$ cat src/rtl/addsub_seq_pkg.sv
// Shared definitions for the multi-precision add/subtract sequencer:
// sequencer state encoding and the default limb geometry.
package addsub_seq_pkg;

    // Default limb width and limb count.
    localparam int DEF_W     = 4;
    localparam int DEF_WORDS = 4;

    // Sequencer states, fixed 2-bit encoding.
    typedef enum logic [1:0] {
        ST_IDLE = 2'd0,
        ST_RUN  = 2'd1,
        ST_DONE = 2'd2
    } state_e;

endpackage : addsub_seq_pkg

$ cat src/rtl/addsub_cin_slice.sv
// One W-bit add/subtract limb with carry-in. B is inverted when M=1 so the
// caller supplies the two's-complement +1 through Cin on the first limb only.
// Also exposes the carry into the MSB so the caller can form signed overflow.
module addsub_cin_slice #(
    parameter int W = 4
) (
    input  logic [W-1:0] a,
    input  logic [W-1:0] b,
    input  logic         m,
    input  logic         cin,
    output logic [W-1:0] s,
    output logic         cout,
    output logic         cmsb_in
);

    logic [W-1:0] b_x;
    logic [W:0]   sum_full;
    logic [W-1:0] sum_low;

    // Full-width limb sum plus a (W-1)-bit sum whose top bit is the carry into the MSB.
    always_comb begin
        b_x      = b ^ {W{m}};
        sum_full = {1'b0, a} + {1'b0, b_x} + {{W{1'b0}}, cin};
        sum_low  = {1'b0, a[W-2:0]} + {1'b0, b_x[W-2:0]} + {{(W-1){1'b0}}, cin};
        s        = sum_full[W-1:0];
        cout     = sum_full[W];
        cmsb_in  = sum_low[W-1];
    end

endmodule : addsub_cin_slice

$ cat src/rtl/addsub_seq.sv
// Multi-precision add/subtract sequencer. Accepts an N-bit operand pair,
// walks it one W-bit limb per cycle through a single carry-chained slice,
// and presents the N-bit result with C/V/Z flags until the consumer takes it.
module addsub_seq
    import addsub_seq_pkg::*;
#(
    parameter int W     = DEF_W,
    parameter int WORDS = DEF_WORDS
) (
    input  logic                 clk,
    input  logic                 rst,
    input  logic                 in_valid,
    output logic                 in_ready,
    input  logic [W*WORDS-1:0]   in_a,
    input  logic [W*WORDS-1:0]   in_b,
    input  logic                 in_m,
    output logic                 out_valid,
    input  logic                 out_ready,
    output logic [W*WORDS-1:0]   out_s,
    output logic                 out_c,
    output logic                 out_v,
    output logic                 out_z,
    output logic                 busy
);

    localparam int N  = W * WORDS;
    localparam int KW = $clog2(WORDS);
    localparam logic [KW-1:0] K_LAST = KW'(WORDS - 1);

    state_e          state_q, state_d;
    logic [KW-1:0]   k_q, k_d;
    logic            carry_q, carry_d;
    logic [N-1:0]    a_q, a_d;
    logic [N-1:0]    b_q, b_d;
    logic            m_q, m_d;
    logic [N-1:0]    s_q, s_d;
    logic            c_q, c_d;
    logic            v_q, v_d;
    logic            z_q, z_d;

    logic [W-1:0]    a_limb;
    logic [W-1:0]    b_limb;
    logic [W-1:0]    s_limb;
    logic            limb_cout;
    logic            limb_cmsb;

    assign a_limb = a_q[int'(k_q)*W +: W];
    assign b_limb = b_q[int'(k_q)*W +: W];

    addsub_cin_slice #(.W(W)) u_slice (
        .a       (a_limb),
        .b       (b_limb),
        .m       (m_q),
        .cin     (carry_q),
        .s       (s_limb),
        .cout    (limb_cout),
        .cmsb_in (limb_cmsb)
    );

    // Next-state and datapath: capture on accept, one limb per RUN cycle, hold in DONE.
    always_comb begin
        // NOTE: every _d starts as its _q so no path through the case leaves a
        // variable unassigned; that is what keeps this block free of latches.
        state_d = state_q;
        k_d     = k_q;
        carry_d = carry_q;
        a_d     = a_q;
        b_d     = b_q;
        m_d     = m_q;
        s_d     = s_q;
        c_d     = c_q;
        v_d     = v_q;
        z_d     = z_q;

        case (state_q)
            ST_IDLE: begin
                if (in_valid) begin
                    a_d     = in_a;
                    b_d     = in_b;
                    m_d     = in_m;
                    carry_d = in_m;   // the +1 of A + ~B + 1 enters here only
                    k_d     = '0;
                    state_d = ST_RUN;
                end
            end
            ST_RUN: begin
                s_d[int'(k_q)*W +: W] = s_limb;
                carry_d               = limb_cout;
                if (k_q == K_LAST) begin
                    c_d     = limb_cout;
                    v_d     = limb_cout ^ limb_cmsb;
                    z_d     = (s_d == '0);   // every limb has been rewritten by now
                    state_d = ST_DONE;
                end else begin
                    k_d = k_q + 1'b1;
                end
            end
            ST_DONE: begin
                if (out_ready) begin
                    state_d = ST_IDLE;
                end
            end
            default: begin
                state_d = ST_IDLE;
            end
        endcase
    end

    // Control and result registers with synchronous reset.
    always_ff @(posedge clk) begin
        // NOTE: state is updated with non-blocking assignments so every flop
        // samples pre-edge values regardless of statement order.
        if (rst) begin
            state_q <= ST_IDLE;
            k_q     <= '0;
            carry_q <= 1'b0;
            s_q     <= '0;
            c_q     <= 1'b0;
            v_q     <= 1'b0;
            z_q     <= 1'b0;
        end else begin
            state_q <= state_d;
            k_q     <= k_d;
            carry_q <= carry_d;
            s_q     <= s_d;
            c_q     <= c_d;
            v_q     <= v_d;
            z_q     <= z_d;
        end
    end

    // Operand capture registers.
    always_ff @(posedge clk) begin
        // NOTE: operands carry no reset: they are always loaded at accept
        // before RUN reads them, so a reset term would only add logic.
        a_q <= a_d;
        b_q <= b_d;
        m_q <= m_d;
    end

    assign in_ready  = (state_q == ST_IDLE);
    assign busy      = (state_q != ST_IDLE);
    assign out_valid = (state_q == ST_DONE);
    assign out_s     = s_q;
    assign out_c     = c_q;
    assign out_v     = v_q;
    assign out_z     = z_q;

endmodule : addsub_seq
$ cat config.mk
export PLATFORM = sky130hd
export DESIGN_NAME = addsub_seq
export DESIGN_NICKNAME = d
export VERILOG_FILES = /design/src/rtl/addsub_seq_pkg.sv /design/src/rtl/addsub_cin_slice.sv /design/src/rtl/addsub_seq.sv
export SDC_FILE = /design/constraint.sdc
export NUM_CORES = 1
export LEC_CHECK = 0
export ABC_AREA = 1
export CAP_MARGIN = 20
export CORE_MARGIN = 5
export CORE_UTILIZATION = 38
export DETAILED_ROUTE_END_ITERATION = 16
export GPL_TIMING_DRIVEN = 0
export PLACE_DENSITY = 0.6
export SYNTH_ARGS = -nofsm -noshare
export SYNTH_HDL_FRONTEND = slang
export SYNTH_SLANG_ARGS = --single-unit
$ cat constraint.sdc
create_clock -name clk -period 3.93 [get_ports clk]
set_input_delay 0.786 -clock clk [delete_from_list [all_inputs] [get_ports clk]]
set_output_delay 0.786 -clock clk [all_outputs]
set_load 0.1 [all_outputs]
# Yosys cells after proc, flatten, opt, wreduce, memory -nomap -nowiden
# Cells that the tools add are included.
[word_totals]
in_bits = 37
romBits = 0
register_bits = 57
latchBits = 0
mem_count = 0
out_inout_bits = 22
ram_bits = 0
elab_cells = 48
[op_classes]
eq_ne = 7
n_lt_le_gt_ge = 0
mux = 10
div_mod_pow = 0
bitwise_logic = 2
n_addsub = 6
multipliers = 0
shifts = 4
n_reduce_logical = 9
[ops]
columns = ["cell", "n"]
rows = [
  ["4-bit negation with 33-bit output", 1],
  ["4-bit by 33-bit variable shift with 16-bit output (first input constant)", 1],
  ["4-bit by 33-bit variable part select with 16-bit output", 1],
  ["16-bit by 5-bit variable part select with 4-bit output", 2],
  ["16-bit bitwise mux", 1],
  ["16-bit zero test", 1],
  ["2-bit two-way mux", 5],
  ["2-bit != test (second input constant)", 3],
  ["2-bit one-hot mux with 3 select lines", 1],
  ["2-bit AND reduction", 3],
  ["3-bit AND reduction", 2],
  ["4-bit by 4-bit adder with 5-bit output", 1],
  ["5-bit by 1-bit adder with 5-bit output", 1],
  ["3-bit by 3-bit adder with 4-bit output", 1],
  ["4-bit by 1-bit adder with 4-bit output", 1],
  ["2-bit equality test (second input constant)", 2],
  ["2-bit one-hot mux with 2 select lines", 1],
  ["2-bit nonzero test", 2],
  ["4-bit bitwise XOR", 1],
  ["2-bit by 1-bit adder with 2-bit output (second input constant)", 1],
  ["2-bit by 1-bit equality test with 1-bit output (second input constant)", 1],
  ["2-bit zero test", 1],
  ["2-bit by 1-bit != test with 1-bit output (second input constant)", 1],
  ["1-bit one-hot mux with 2 select lines", 1],
  ["2 further kinds", 2],
]

# Depth between registers and ports, before layout
[logic_depth]
depth_word = 7
mapped_depth = 19
mapped_depth_nobuf = 17

# Hierarchy
# From an unflattened synthesis, not the netlist that was laid out.
[unflattened]
hier_cells = 317
area_unflattened_um2 = 2766.4
[by_module_without_submodules]
columns = ["mod", "area_per_inst_um2", "n_inst", "cells_per_inst"]
rows = [
  ["addsub_seq", 2578.7, 1, 292],
  ["addsub_cin_slice", 187.7, 1, 25],
]

# Worst setup path before layout
# Ideal clock, no wire load.
[synth_timing]
path_type = "reg-to-output"
start = "register state_q[1]"
end = "output port busy"
n_path_buf = 0
path_slack_ns = 0.524
path_stages_with_launch = 3
arrival_ns = 2.620
path_cell_list = "dfxtp_1 -> nor2_1 -> inv_1"
[synth_between]
elab_chain_len = 1
[synth_rtl]
columns = ["element", "line", "rtl"]
rows = [
  ["start, declared", "addsub_seq.sv:30", "state_e state_q, state_d;"],
  ["start signal, assigned", "addsub_seq.sv:122", "state_q <= state_d;"],
  ["2-bit nonzero test", "addsub_seq.sv:142", "assign busy = (state_q != ST_IDLE);"],
  ["end, declared", "addsub_seq.sv:23", "output logic busy"],
]
# Every way passes these cells.

# Worst setup path in the final report
[layout_timing]
start = "register k_q[0]"
end = "register z_q, in the netlist out_z"
[layout_between]
elab_chain_len = 7
elab_cells_between_ends = 12
cone_classes = "3 x add/sub; 1 x eq/ne; 4 x shift; 1 x mux; 1 x bitwise; 2 x reduce/logical"
[layout_rtl]
columns = ["element", "line", "rtl"]
rows = [
  ["start, declared", "addsub_seq.sv:31", "logic [KW-1:0] k_q, k_d;"],
  ["start signal, assigned", "addsub_seq.sv:123", "k_q <= k_d;"],
  ["16-bit by 5-bit variable part select with 4-bit output", "addsub_seq.sv:48", "assign b_limb = b_q[int'(k_q)*W +: W];"],
  ["4-bit bitwise XOR", "addsub_cin_slice.sv:22", "b_x = b ^ {W{m}};"],
  ["4-bit by 4-bit adder with 5-bit output", "addsub_cin_slice.sv:23", "sum_full = {1'b0, a} + {1'b0, b_x} + {{W{1'b0}}, cin};"],
  ["5-bit by 1-bit adder with 5-bit output", "addsub_cin_slice.sv:23", ""],
  ["4-bit by 33-bit variable part select with 16-bit output", "addsub_seq.sv:87", "s_d[int'(k_q)*W +: W] = s_limb;"],
  ["16-bit bitwise mux", "addsub_seq.sv:87", ""],
  ["16-bit zero test", "addsub_seq.sv:92", "z_d = (s_d == '0);"],
  ["end signal, assigned", "addsub_seq.sv:128", "z_q <= z_d;"],
  ["end, declared", "addsub_seq.sv:39", "logic z_q, z_d;"],
]
# Several ways; a longest one is shown, not always the timed one.
# A chain may end at the register's enable or synchronous reset.

==> out/qor.yml <==
drc_errors: 0
clk_latency_ps: 330
fp-row-count: 31
synth_top_family_by_area: "simple AND/OR/NAND/NOR gates"
antenna_violating_nets_post_route: 0
first_pass_iters: 4
fin_crit_ps: 3310
ys_top_cells_by_count: "nor2_1, nand2_1, inv_1"
skew_ps: 9.15
wl_um: 6130
grt_pass1_vias: 2331
cp_max_fo: 10
antenna_found_initial: 0
yosys_most_used_dff: "edfxtp_1"
die_w_um: 95.5
synth-adder-area-share_pct: 5.50
hpwl_um: 4660
finalHoldViolCount: 0
outcome: "completed"
vdd_drop_max_uv: 288
root_buffer: "clkbuf_8"
io_buffers: 57
crit_arrival_ps: 3580
fill_cells: 678
yosysTopAreaCellShare_pct: 35.7
syn_to_final_growth_pct: 32.7
grt.total_usage_pct: 15.0
cts_hold_buf: 0
gp_congestion: 0.895
ys_seq_area_share_pct: 53.0
required_ps: 4190
synth_top_cell_by_area: "edfxtp_1"
tightestPinTransition_ps: 971
grt_overflow: 0
avgSynthCellArea_um2: 8.60
rsz0062_at_grt: "no"
diodes: 0
synthSimpleGateAreaFrac_pct: 21.0
cp_slowest_cell: "fa_1"
die_area_um2: 9120
io_pins: 59
synth.most_common_cell: "nor2_1"
max-clock-path-buffers: 2
viasPerCell: 4.57
synth.distinct_cells: 29
async_reset_ff_share_pct: 0
cts_sinks: 57
synth_mux_area_share_pct: 0
cts_setup_buffers: 0
core-area_um2: 7180
whs_path_depth: 2
cts_resized: 0
synth-seq-cells: 57
ys.warnings.count: 0
path_class: "reg2reg"
relSlewSlack_pct: 35.0
syn_nets: 371
synthCells: 323
fin_crit_sh_pct: 84.3
synth.area.top_cells: "edfxtp_1, dfxtp_1, nor2_1"
synth_compound_area_share_pct: 11.0
power_mw: 1.69
rr_worst_depth: 18
synthXorXnorAreaFrac_pct: 1.26
grt_pass1_wl_um: 10500
drv_slew: 0
die_y_um: 95.5
initial_core_util_pct: 38.7
hold_path_class: "reg2reg"
setup_violations: 0
drive_gt1_share_pct: 6.80
grt_max_degree: 25
crit_path_end_kind: "flip-flop"
fin_setup_tns_ps: 0
crit_chain: "buf_4 -> buf_4 -> buf_2 -> nor2_1 -> o22ai_1 -> xor2_1 -> fa_1 -> fa_1 -> nor2_1 -> nand3_1 -> nand2_1 -> nor2_1 -> nand2_1 -> nor2_1 -> nand2_1 -> nor2_1 -> nand3_1 -> a21oi_2"
power_leakage_nw: 1.63
vias: 2269
drv_cap: 0
slowest_delay_ps: 530
critPathLaunchType: "flip-flop"
wl_per_cell_um: 12.4
crit_top_cell: "nor2_1"
cts_tree: "done"
synth_edf_count: 33
fin_nets: 440
syn_area_um2: 2780
first_iter_violations: 81
cts_buffers: 9
htree_levels: 3
clk_pin_slew_ps: 70
power.density_nw_per_um2: 459
fmax_mhz: 302
-- final timing paths --
kind	start	to	slack, ps
max	k_q[0]	out_z	620
min	out_c	out_c	460
max reg2reg	k_q[0]	out_z	620
min reg2reg	out_c	out_c	460
-- routing by layer --
metal	vias up	GRT usage (%)	wire length, um
li1	1191	-	-
met1	1020	17.5	2770
met2	49	25.8	2950
met3	9	4.26	310
met4	0	6.40	107
met5	-	0	0
-- cell type report --
cell class	count	area, um^2	area share, %
buffer	9	47.5	1.29
inverter	48	180	4.89
multi-input combinational	209	1080	29.3
tap	99	124	3.36
clock buffer	10	128	3.46
timing repair buffer	58	598	16.2
clock inverter	6	58.8	1.60
sequential	57	1470	39.9
-- registers in the layout, summed over array words and instances, names as in the netlist, 2 cells and up --
| register | count |
|---|---|
| a_q | 16 |
| b_q | 16 |
| out_s | 16 |
| k_q | 2 |
| state_q | 2 |
-- stage by stage --
step                std cells  setup slack [ps]  utilization (%)  instance area [um^2]  hold WS [ps]
floorplan                 323               524                -                  2780           456
CTS                       496               622             51.4                  3690           470
finish                    496               616             51.4                  3690           465
global placement          479               666             48.4                  3470           453
detailed placement        480               644             48.8                  3500           458
global route              496               341             51.4                  3690           490
-- layout by cell type (no fill, tap or decap), types with 2 or more instances in the layout --
| cell type | count |
|---|---|
| a21oi_2 | 2 |
| clkbuf_8 | 9 |
| nor3_1 | 2 |
| clkinv_2 | 2 |
| clkinv_1 | 2 |
| o211ai_1 | 3 |
| clkinvlp_4 | 2 |
| inv_1 | 46 |
| a21oi_1 | 7 |
| buf_2 | 5 |
| a211oi_1 | 2 |
| nand4_1 | 3 |
| o21ai_0 | 27 |
| fa_1 | 2 |
| buf_4 | 2 |
| xor2_1 | 4 |
| o22ai_1 | 5 |
| ha_1 | 9 |
| nand2_1 | 60 |
| dfxtp_1 | 24 |
| clkbuf_1 | 3 |
| a32o_1 | 2 |
| edfxtp_1 | 33 |
| nand3_1 | 14 |
| nor2_1 | 61 |
| clkdlybuf4s50_1 | 57 |
-- critical path: cells and delay by family (launching register included) --
kind	cells	cell delay, ps
fa+ha+maj	2	950
simple gates	10	850
buf+inv	3	620
flops	1	400
compound gates	2	300
xor+xnor	1	130
-- where the power goes --
group / leakage (nW) / switching (mW) / total, mW / internal (mW)
logic: 1.02 / 0.319 / 0.474 / 0.155
registers: 0.513 / 0.0212 / 0.697 / 0.676
clock network: 0.0897 / 0.232 / 0.520 / 0.288
-- cell families (layout without fill, tap and decap cells) --
group                    after synthesis  in the layout
AND/OR/NAND/NOR                      142            142
flip-flops                            57             57
buffers and inverters                 57            131
AO/OA/AOI/OAI                         52             52
adder cells (fa/ha/maj)               11             11
XOR/XNOR                               4              4
No activity file was read; power rests on OpenSTA's default activity.
